File: src/rtl/dac_axis_sample_player.sv
// rtl/dac_axis_sample_player.sv - AXI-Stream sample FIFO and packet player for the FMC150 DAC path
//
// Ports:
//   clk_245_76MHz   sole clock (DAC domain)
//   cpu_reset       synchronous active-high reset
//   s_axis_tdata    {i0,q0,i1,q1}, 16 bits each
//   s_axis_tkeep    tkeep[3:0]==0 marks the lower pair (i1/q1) invalid
//   s_axis_tvalid   word valid
//   s_axis_tlast    last word of a packet
//   s_axis_tready   registered !full
//   play_enable     level, arms playback
//   flush           one-cycle pulse, empties the FIFO and returns to IDLE
//   dac_data_i/q    registered I/Q sample
//   dac_data_valid  sample presented this cycle
//   packet_done     one-cycle pulse the cycle after the last sample of a packet
//   underrun        sticky underrun flag, cleared by reset or flush
//   underrun_count  saturating underrun event count
//   sample_count    samples output in the current packet

module dac_axis_sample_player #(
    parameter int AXI_DATA_WIDTH  = 64,
    parameter int FIFO_DEPTH_LOG2 = 4,
    parameter int PRIME_THRESH    = 4
) (
    input  logic                        clk_245_76MHz,
    input  logic                        cpu_reset,
    input  logic [AXI_DATA_WIDTH-1:0]   s_axis_tdata,
    input  logic [AXI_DATA_WIDTH/8-1:0] s_axis_tkeep,
    input  logic                        s_axis_tvalid,
    input  logic                        s_axis_tlast,
    output logic                        s_axis_tready,
    input  logic                        play_enable,
    input  logic                        flush,
    output logic [15:0]                 dac_data_i,
    output logic [15:0]                 dac_data_q,
    output logic                        dac_data_valid,
    output logic                        packet_done,
    output logic                        underrun,
    output logic [15:0]                 underrun_count,
    output logic [31:0]                 sample_count
);

    localparam int DW    = AXI_DATA_WIDTH;
    localparam int EW    = DW + 2;
    localparam int DEPTH = 1 << FIFO_DEPTH_LOG2;
    localparam int PW    = FIFO_DEPTH_LOG2;
    localparam int CW    = FIFO_DEPTH_LOG2 + 1;

    typedef enum logic [1:0] {
        ST_IDLE  = 2'd0,
        ST_PRIME = 2'd1,
        ST_PLAY  = 2'd2
    } state_t;

    state_t state, state_next;

    // FIFO entry layout: {tlast, half_valid, tdata}
    logic [EW-1:0] fifo_mem [DEPTH];
    logic [PW-1:0] wr_ptr, rd_ptr;
    logic [CW-1:0] fifo_count, count_next;
    logic [CW-1:0] tlast_count, tlast_next;
    logic          tready_q;
    logic          push;
    logic          in_half_valid;
    logic          unused_tkeep_hi;

    logic [EW-1:0] head;
    logic          head_last;
    logic          head_half_valid;
    logic          fifo_empty;

    // Which pair of the head word is next: 0 = upper (i0/q0), 1 = lower (i1/q1)
    logic          half_sel;
    logic          pkt_start;
    logic          last_out;

    logic          emit;
    logic          pop;
    logic          pkt_end;
    logic          underrun_evt;
    logic [15:0]   sample_i, sample_q;

    assign in_half_valid   = (s_axis_tkeep[3:0] != 4'h0);
    assign unused_tkeep_hi = ^s_axis_tkeep[DW/8-1:4];
    assign push            = s_axis_tvalid && tready_q;
    assign s_axis_tready   = tready_q;

    assign head            = fifo_mem[rd_ptr];
    assign head_last       = head[EW-1];
    assign head_half_valid = head[EW-2];
    assign fifo_empty      = (fifo_count == '0);

    assign count_next = fifo_count + CW'(push) - CW'(pop);
    assign tlast_next = tlast_count + CW'(push && s_axis_tlast) - CW'(pop && head_last);

    // ------------------------------------------------------------------
    // Word FIFO
    // ------------------------------------------------------------------
    always_ff @(posedge clk_245_76MHz) begin
        if (push && !flush && !cpu_reset) begin
            fifo_mem[wr_ptr] <= {s_axis_tlast, in_half_valid, s_axis_tdata};
        end
    end

    always_ff @(posedge clk_245_76MHz) begin
        if (cpu_reset) begin
            wr_ptr      <= '0;
            rd_ptr      <= '0;
            fifo_count  <= '0;
            tlast_count <= '0;
            tready_q    <= 1'b0;
        end else if (flush) begin
            // A word pushed in the flush cycle is dropped.
            wr_ptr      <= '0;
            rd_ptr      <= '0;
            fifo_count  <= '0;
            tlast_count <= '0;
            tready_q    <= 1'b1;
        end else begin
            if (push) begin
                wr_ptr <= wr_ptr + PW'(1);
            end
            if (pop) begin
                rd_ptr <= rd_ptr + PW'(1);
            end
            fifo_count  <= count_next;
            tlast_count <= tlast_next;
            // Registered from the next count so tready never depends on tvalid.
            tready_q    <= (count_next != CW'(DEPTH));
        end
    end

    // ------------------------------------------------------------------
    // FSM: state register
    // ------------------------------------------------------------------
    always_ff @(posedge clk_245_76MHz) begin
        if (cpu_reset) begin
            state <= ST_IDLE;
        end else begin
            state <= state_next;
        end
    end

    // ------------------------------------------------------------------
    // FSM: next state
    // ------------------------------------------------------------------
    always_comb begin
        state_next = state;
        if (flush) begin
            state_next = ST_IDLE;
        end else begin
            case (state)
                ST_IDLE: begin
                    if (play_enable) begin
                        state_next = ST_PRIME;
                    end
                end
                ST_PRIME: begin
                    if (!play_enable) begin
                        state_next = ST_IDLE;
                    end else if (fifo_count >= CW'(PRIME_THRESH) || tlast_count != '0) begin
                        state_next = ST_PLAY;
                    end
                end
                ST_PLAY: begin
                    if (!play_enable) begin
                        state_next = ST_IDLE;
                    end else if (underrun_evt || pkt_end) begin
                        state_next = ST_PRIME;
                    end
                end
                default: state_next = ST_IDLE;
            endcase
        end
    end

    // ------------------------------------------------------------------
    // FSM: outputs (sample select, pop, packet end, underrun event)
    // ------------------------------------------------------------------
    always_comb begin
        emit         = 1'b0;
        pop          = 1'b0;
        pkt_end      = 1'b0;
        underrun_evt = 1'b0;
        sample_i     = 16'h0000;
        sample_q     = 16'h0000;
        if (state == ST_PLAY && !flush) begin
            if (!play_enable) begin
                // Leaving mid-word discards the rest of that word.
                pop = half_sel;
            end else if (fifo_empty) begin
                // The head word stays queued until its last pair is out, so an
                // empty FIFO here always means we are at a word boundary.
                underrun_evt = 1'b1;
            end else begin
                emit = 1'b1;
                if (half_sel) begin
                    sample_i = head[31:16];
                    sample_q = head[15:0];
                end else begin
                    sample_i = head[DW-1 -: 16];
                    sample_q = head[DW-17 -: 16];
                end
                pop     = half_sel || !head_half_valid;
                pkt_end = pop && head_last;
            end
        end
    end

    // ------------------------------------------------------------------
    // Playback datapath and status
    // ------------------------------------------------------------------
    always_ff @(posedge clk_245_76MHz) begin
        if (cpu_reset) begin
            half_sel       <= 1'b0;
            pkt_start      <= 1'b0;
            last_out       <= 1'b0;
            dac_data_i     <= 16'h0000;
            dac_data_q     <= 16'h0000;
            dac_data_valid <= 1'b0;
            packet_done    <= 1'b0;
            underrun       <= 1'b0;
            underrun_count <= 16'h0000;
            sample_count   <= 32'h0000_0000;
        end else if (flush) begin
            half_sel       <= 1'b0;
            last_out       <= 1'b0;
            dac_data_i     <= 16'h0000;
            dac_data_q     <= 16'h0000;
            dac_data_valid <= 1'b0;
            packet_done    <= 1'b0;
            underrun       <= 1'b0;
        end else begin
            if (pop) begin
                half_sel <= 1'b0;
            end else if (emit) begin
                half_sel <= 1'b1;
            end

            dac_data_valid <= emit;
            dac_data_i     <= sample_i;
            dac_data_q     <= sample_q;

            // packet_done trails the last sample by one cycle.
            last_out    <= pkt_end;
            packet_done <= last_out;

            if (underrun_evt) begin
                underrun <= 1'b1;
                if (underrun_count != 16'hFFFF) begin
                    underrun_count <= underrun_count + 16'd1;
                end
            end

            // The count of a finished packet stays visible until the next
            // packet's first sample restarts it at 1.
            if (state == ST_IDLE && state_next == ST_PRIME) begin
                sample_count <= 32'h0000_0000;
                pkt_start    <= 1'b0;
            end else if (emit) begin
                sample_count <= pkt_start ? 32'd1 : sample_count + 32'd1;
                pkt_start    <= pkt_end;
            end
        end
    end

endmodule

File: config.mk
export PLATFORM = sky130hd
export DESIGN_NAME = dac_axis_sample_player
export DESIGN_NICKNAME = d
export VERILOG_FILES = /design/src/rtl/dac_axis_sample_player.sv
export SDC_FILE = /design/constraint.sdc
export NUM_CORES = 1
export LEC_CHECK = 0
export CAP_MARGIN = 5
export CORE_MARGIN = 8
export CORE_UTILIZATION = 25
export DETAILED_ROUTE_END_ITERATION = 6
export PLACE_DENSITY = 0.43
export SLEW_MARGIN = 30
export SYNTH_ARGS = -nofsm -noshare
export SYNTH_HDL_FRONTEND = slang
export SYNTH_SLANG_ARGS = --single-unit
File: constraint.sdc
create_clock -name clk_245_76MHz -period 16.74 [get_ports clk_245_76MHz]
set_clock_uncertainty 0.1 [all_clocks]
set_input_delay 5.022 -clock clk_245_76MHz [delete_from_list [all_inputs] [get_ports clk_245_76MHz]]
set_output_delay 5.022 -clock clk_245_76MHz [all_outputs]
set_load 0.1 [all_outputs]
### Word-level counts from Yosys, hierarchy flattened

Memories as Yosys holds them, arrays and structs flattened. A register that Yosys moved wholly into a read port is not among the register bits.
Cells that the tools add are included.

| operators by class | value |
|---|---|
| equal/unequal tests | 5 |
| $add $sub $neg | 8 |
| reductions and logical operators | 24 |
| magnitude comparators | 1 |
| multiplexer cells | 31 |
| bitwise gates (word level) | 3 |

Operators by type and width:

| operator | count |
|---|---|
| 2-to-1 mux 32 bit | 3 |
| adder 32 x 1 -> 32 bit, second input constant | 1 |
| 2-to-1 mux 16 bit | 2 |
| 2-to-1 mux 1 bit | 17 |
| adder 16 x 1 -> 16 bit, second input constant | 1 |
| inequality test 16 bit, second input constant | 1 |
| 2-to-1 mux 2 bit | 6 |
| adder 5 x 1 -> 5 bit | 2 |
| subtractor 5 x 1 -> 5 bit | 2 |
| adder 4 x 1 -> 4 bit, second input constant | 2 |
| logical AND 1 bit | 8 |
| 2-to-1 mux 4 bit | 2 |
| case mux 2 bit (3 select lines) | 1 |
| >= comparator 5 x 3 -> 1 bit, second input constant | 1 |
| logical NOT 5 bit | 1 |
| inequality test 5 bit, second input constant | 1 |
| nonzero test 5 bit | 1 |
| OR reduction 5 bit | 1 |
| equality test 2 x 1 -> 1 bit, second input constant | 2 |
| nonzero test 4 bit | 1 |
| logical NOT 1 bit | 3 |
| logical OR 1 bit | 3 |
| inverter 1 bit | 3 |
| AND reduction 3 bit | 1 |
| 6 further kinds | 6 |

| storage, ports and cells | value |
|---|---|
| output and inout bits | 84 |
| bits in writable memories | 1056 |
| bits in registers | 107 |
| bits of input ports | 78 |
| memories kept | 1 |
| logic and storage cells | 89 |

Memory list:

| name | depth | bits a word | rd ports | clocked after memory_dff | wr ports | RTL line | source |
|---|---|---|---|---|---|---|---|
| fifo_mem | 16 | 66 | 1 | 1 | 1 | 58 | `logic [EW-1:0] fifo_mem [DEPTH];` |

### Logic depth before layout (Yosys ltp)

| logic depth | value |
|---|---|
| word-level depth | 15 |
| gate-level depth with buffers | 18 |
| mapped depth without buffers | 16 |

### Least setup slack after synthesis

Ideal clock, no wire load.

| path | value |
|---|---|
| path type | input port to flip-flop |
| start point | input flush |
| end point | memory fifo_mem[2][0] (netlist bit) (enable) |
| stages on the path | 5 |
| library setup time | 0.571 ns |
| path slack | 5.662 ns |
| arrival time | 10.407 ns |
| data required time | 16.069 ns |
| buffers on the path | 2 |
| path through | clkbuf_1 > nor2_1 > clkbuf_1 > nand3_1 > nor3_1 |

| between the ends | value |
|---|---|
| longest elaborated chain between the ends | 5 |

Ends and longest elaborated chain:

| item | RTL line | source |
|---|---|---|
| start, declared | 33 | `input logic flush,` |
| logical NOT 1 bit | 100 | `if (push && !flush && !cpu_reset) begin` |
| logical AND 1 bit (2 in a row) | 100 |  |
| 2-to-1 mux 1 bit | 100 |  |
| 2-to-1 mux 1 bit (implied by the code) | 101 | `fifo_mem[wr_ptr] <= {s_axis_tlast, in_half_valid, s_axis_tdata};` |
| end, declared | 58 |  |

Every way passes these cells.

### Worst setup path in the final report

| path | value |
|---|---|
| start point | input cpu_reset |
| end point | memory fifo_mem[7][40] (netlist bit) (enable) |

| between the ends | value |
|---|---|
| longest elaborated chain between the ends | 4 |

Ends and longest elaborated chain:

| item | RTL line | source |
|---|---|---|
| start, declared | 26 | `input logic cpu_reset,` |
| logical NOT 1 bit | 100 |  |
| logical AND 1 bit | 100 |  |
| 2-to-1 mux 1 bit | 100 |  |
| 2-to-1 mux 1 bit (implied by the code) | 101 |  |

Every way passes these cells.

==> results list <==
* Number of synthesis warnings: 0
- CTS tree: built
- H-tree levels: 3
- The share of the Yosys chip area taken by registers is 0.755.
- Maximum count of clock buffers along a single path: 3
- On the worst path, the slowest cell contributes a delay of 800 ps.
- STA classifies the critical path endpoint as a flip-flop.
- Synth unique cells: 69
- When the netlist entered floorplanning its net count stood at 2181.
- Number of failing setup endpoints in the final timing report: 0
- Full die area: 194000 µm²
* Slew headroom: 0.323
- End point of the worst hold path: underrun$_SDFFE_PP0P_
- Post-route cell area: 53100 µm²
- Number of antenna-violating nets in the routed design: 0
- Post-synthesis async set-or-reset flop share: 0
- Worst setup path category: in -> reg
- Summed over all layers, the routed wires come to 120 mm.
- In this run, post-CTS hold repair placed 0 buffers.
* Post_cts resized: 0
- PD cells: 109 nW/µm²
* Cell repeated most along the worst path: sky130_fd_sc_hd__buf_4
* Clock tree root buffer cell: sky130_fd_sc_hd__clkbuf_16
- Port Buffer Count: 157
- Final routed DRC violation total: 0
- Minimum period implied by the final worst setup slack: 8150 ps
- For the worst setup path, the data required time is 16970 ps.
- Cell count of the worst reg-to-reg path: 6
- The placed instances occupy a cell area of 49400 µm².
* Initial antenna violation count: 23
- Row cnt: 155
* Run status: finished clean
- After the first detailed-routing iteration, the DRC count stood at 1615.
* Total vias in the final route: 21600
- In this run, synthesis produced a sequential element count of 1167.
* Worst-path clk slew: 60 ps
- Post-detailed-route via-to-cell ratio: 4.55
* Synthesized-area fraction occupied by ao, oa, aoi and oai cells: 0.0239
* Final clock period utilization by the worst path: 0.487
- Across the VDD grid, the largest voltage drop is 0.0807 mV.
* Net count of the finished layout: 2401
- The first global-routing pass estimated 171 mm of wire.
- List of cells traversed by the critical path: clkdlybuf4s50_1 > buf_4 > nor2_1 > buf_4 > nand3_1 > nor2_4 > buf_4 > buf_4
- Setup repair after global routing left no endpoint under its margin.
- Fmax: 123 MHz
- Cell depth of the worst hold path: 2
- The layout has 17200 filler cells.
* Later-pin clock latency in the skew report: 740 ps
- Arrival @ worst endpoint: 8380 ps
- Crit-path slowest cell: sky130_fd_sc_hd__buf_4
- Synthesized cell area: 44900 µm²
- Predominant post-synthesis flop cell: sky130_fd_sc_hd__edfxtp_1
- First-pass iteration count of the detailed router: 5
- For this design the top-level I/O count stands at 162.
- Initial Utilization: 0.252
- Of the total synthesized cell area, the portion taken by full adders, half adders and majority gates is 0.00646.
- Counting every sink on the clock net gives 1167.
- Across the run, the number of max-cap violations was 0.
- Largest net degree at the start of global routing: 133
- Number of global-route vias before repair: 23000
- For the pin with the worst max-slew slack, the measured transition is 1010 ps.
* Xor/xnor share of the synthesized area: 0.00468
- Dividing the detail-routed wire length by the instance count gives 25.2 µm.
- Summed over all cells, the static leakage comes to 15.7 nW.
* Final std cells w/o fill: 4756
- Buffers inserted during clock tree synthesis total 120.
- After synthesis, the largest family of logic cells by area is multiplexers.
- Dividing the synthesized area by the synthesized cell count gives 21.6 µm².
* Cell total after placement: 4533
* Synth Instances: 2081
* Startpoint type of the worst setup path: input pin
* Count of final hold-check violations: 0
- The worst hold path begins at underrun$_SDFFE_PP0P_.
- Layout cell share with drive strength beyond 1: 0.234
- In this run the worst path has a maximum fanout of 41.
* Setup slack of the most critical reg-to-reg path: 11950 ps
* Vertical die dimension: 440 µm
* Post-detailed-placement half-perimeter wirelength: 65.9 mm
* Setup tns final: 0 ps
- Number of buffers inserted to repair setup after CTS: 0
* Grt total ovfl: 0
- The die is 440 µm wide.
- The total count of max-transition violations in the final report was 0.
* Mux cell area share after synthesis: 0.166
- Of the total synthesized cell area, the portion taken by AND, OR, NAND and NOR gates is 0.0292.
- Compared with the post-synthesis result, the final layout area differs by 18.2%.
* Endpoint of the most critical register-to-register path: dac_data_q[5]$_SDFF_PP0_
- Routability-driven placement finished with a final weighted congestion of 0.768.
- Core Box Area: 179000 µm²
- In the global route stage, overall resource usage came out at 0.121.
* Hold Crit Class: reg -> reg
- EDFF count, synth: 1056
-- cell type report --
class / count / area, µm² / share of cell area
clock buffers: 161 / 3160 / 0.0594
well taps: 2355 / 2950 / 0.0555
multi-input cells: 775 / 10500 / 0.197
inverters: 30 / 113 / 0.00212
repair buffers: 207 / 1980 / 0.0372
diodes: 2 / 5.00 / 0.0000942
clock inverters: 59 / 541 / 0.0102
flip-flops and latches: 1167 / 33900 / 0.639
-- power breakdown --
part	internal [mW]	switching (mW)	total [mW]
registers	3.18	0.00151	3.18
clock network	1.43	1.10	2.53
logic	0.0246	0.0524	0.0771
-- state kept, by name (all words and copies together), names as in the netlist, named ones only --
register,flops
fifo_mem,1056
sample_count,32
dac_data_i,16
dac_data_q,16
underrun_count,16
fifo_count,5
tlast_count,5
rd_ptr,4
wr_ptr,4
state,2
dac_data_valid,1
half_sel,1
last_out,1
packet_done,1
pkt_start,1
s_axis_tready,1
underrun,1
-- cell usage in the layout (no fill, tap or decap), types with 9 or more instances in the layout --
cell type,instances
sky130_fd_sc_hd__nor3_1,14
sky130_fd_sc_hd__buf_4,42
sky130_fd_sc_hd__xnor2_1,11
sky130_fd_sc_hd__nand3_1,35
sky130_fd_sc_hd__clkinv_1,32
sky130_fd_sc_hd__ha_1,20
sky130_fd_sc_hd__clkdlybuf4s50_1,152
sky130_fd_sc_hd__edfxtp_1,1056
sky130_fd_sc_hd__clkbuf_1,41
sky130_fd_sc_hd__nand2_1,40
sky130_fd_sc_hd__and2_1,14
sky130_fd_sc_hd__clkinv_2,12
sky130_fd_sc_hd__and3_1,13
sky130_fd_sc_hd__dfxtp_1,107
sky130_fd_sc_hd__o21ai_0,31
sky130_fd_sc_hd__inv_1,30
sky130_fd_sc_hd__nor2_1,45
sky130_fd_sc_hd__mux4_2,326
sky130_fd_sc_hd__a22o_1,33
sky130_fd_sc_hd__a31oi_1,15
sky130_fd_sc_hd__clkbuf_16,120
sky130_fd_sc_hd__nor2_4,13
sky130_fd_sc_hd__xor2_1,13
sky130_fd_sc_hd__nand4_1,16
sky130_fd_sc_hd__mux2i_1,9
sky130_fd_sc_hd__a21oi_1,19
-- worst max-delay path by stage --
stage          slack [ps]  cells after the start                   endpoint      start
2_1_floorplan        5660                      5   fifo_mem[2][0]$_DFFE_PP_      flush
3_3_place_gp         7780                      7  fifo_mem[7][63]$_DFFE_PP_      flush
3_5_place_dp         7720                      7  fifo_mem[7][63]$_DFFE_PP_      flush
4_1_cts              8510                      8  fifo_mem[7][40]$_DFFE_PP_  cpu_reset
5_1_grt              8370                      8  fifo_mem[7][40]$_DFFE_PP_  cpu_reset
6_report             8590                      8  fifo_mem[7][40]$_DFFE_PP_  cpu_reset
-- critical path, delay by kind of cell --
kind | cells | cell delay [ps]
simple gates | 3 | 1090
buf+inv | 5 | 2150
-- cells in the mapped netlist, drive strengths merged, types with 6 or more instances --
| library cell | count | area (µm²) |
|---|---|---|
| inv | 30 | 113 |
| a21oi | 19 | 95.1 |
| a31oi | 15 | 93.8 |
| xor2 | 13 | 114 |
| a21o | 6 | 45.0 |
| nand4 | 17 | 113 |
| clkbuf | 44 | 166 |
| a22o | 33 | 289 |
| buf | 65 | 398 |
| mux4 | 326 | 7340 |
| o21ai | 31 | 155 |
| o211ai | 7 | 52.6 |
| a41oi | 6 | 52.6 |
| xnor2 | 11 | 96.3 |
| dfxtp | 111 | 2220 |
| and3 | 14 | 87.6 |
| and2 | 14 | 87.6 |
| nor3 | 18 | 90.1 |
| nand2 | 41 | 156 |
| nand3 | 36 | 185 |
| nor2 | 58 | 218 |
| nor4 | 6 | 58.8 |
| edfxtp | 1056 | 31700 |
| mux2i | 9 | 90.1 |
| ha | 20 | 250 |
-- kinds of logic (layout without fill, tap and decap cells) --
| logic type | Yosys count | count (layout) |
|---|---|---|
| compound gates | 150 | 150 |
| simple gates | 243 | 243 |
| mux | 336 | 336 |
| fa+ha+maj | 22 | 22 |
| buf+inv | 139 | 457 |
| other cells | 0 | 2 |
| flops | 1167 | 1167 |
| xor+xnor | 24 | 24 |
-- metrics by stage --
stage | power [mW] | utilization | setup WS [ps] | hold slack [ps]
floorplan | 3.26 | - | 5660 | 306
global route | 5.98 | 0.297 | 8370 | 425
global placement | 3.31 | 0.277 | 7780 | 372
detailed placement | 3.32 | 0.277 | 7720 | 370
CTS | 5.87 | 0.297 | 8510 | 385
finish | 5.79 | 0.297 | 8590 | 374
-- routing by layer --
metal	routed length, µm	vias up	part of all wire	track usage
met3	4880	193	0.041	0.0201
met4	2480	6	0.021	0.0248
met1	52100	11700	0.43	0.159
met2	60400	518	0.50	0.213
li1	-	9216	-	-
met5	34	-	0.00028	0
Note: power is estimated with default switching activity, not from simulation.
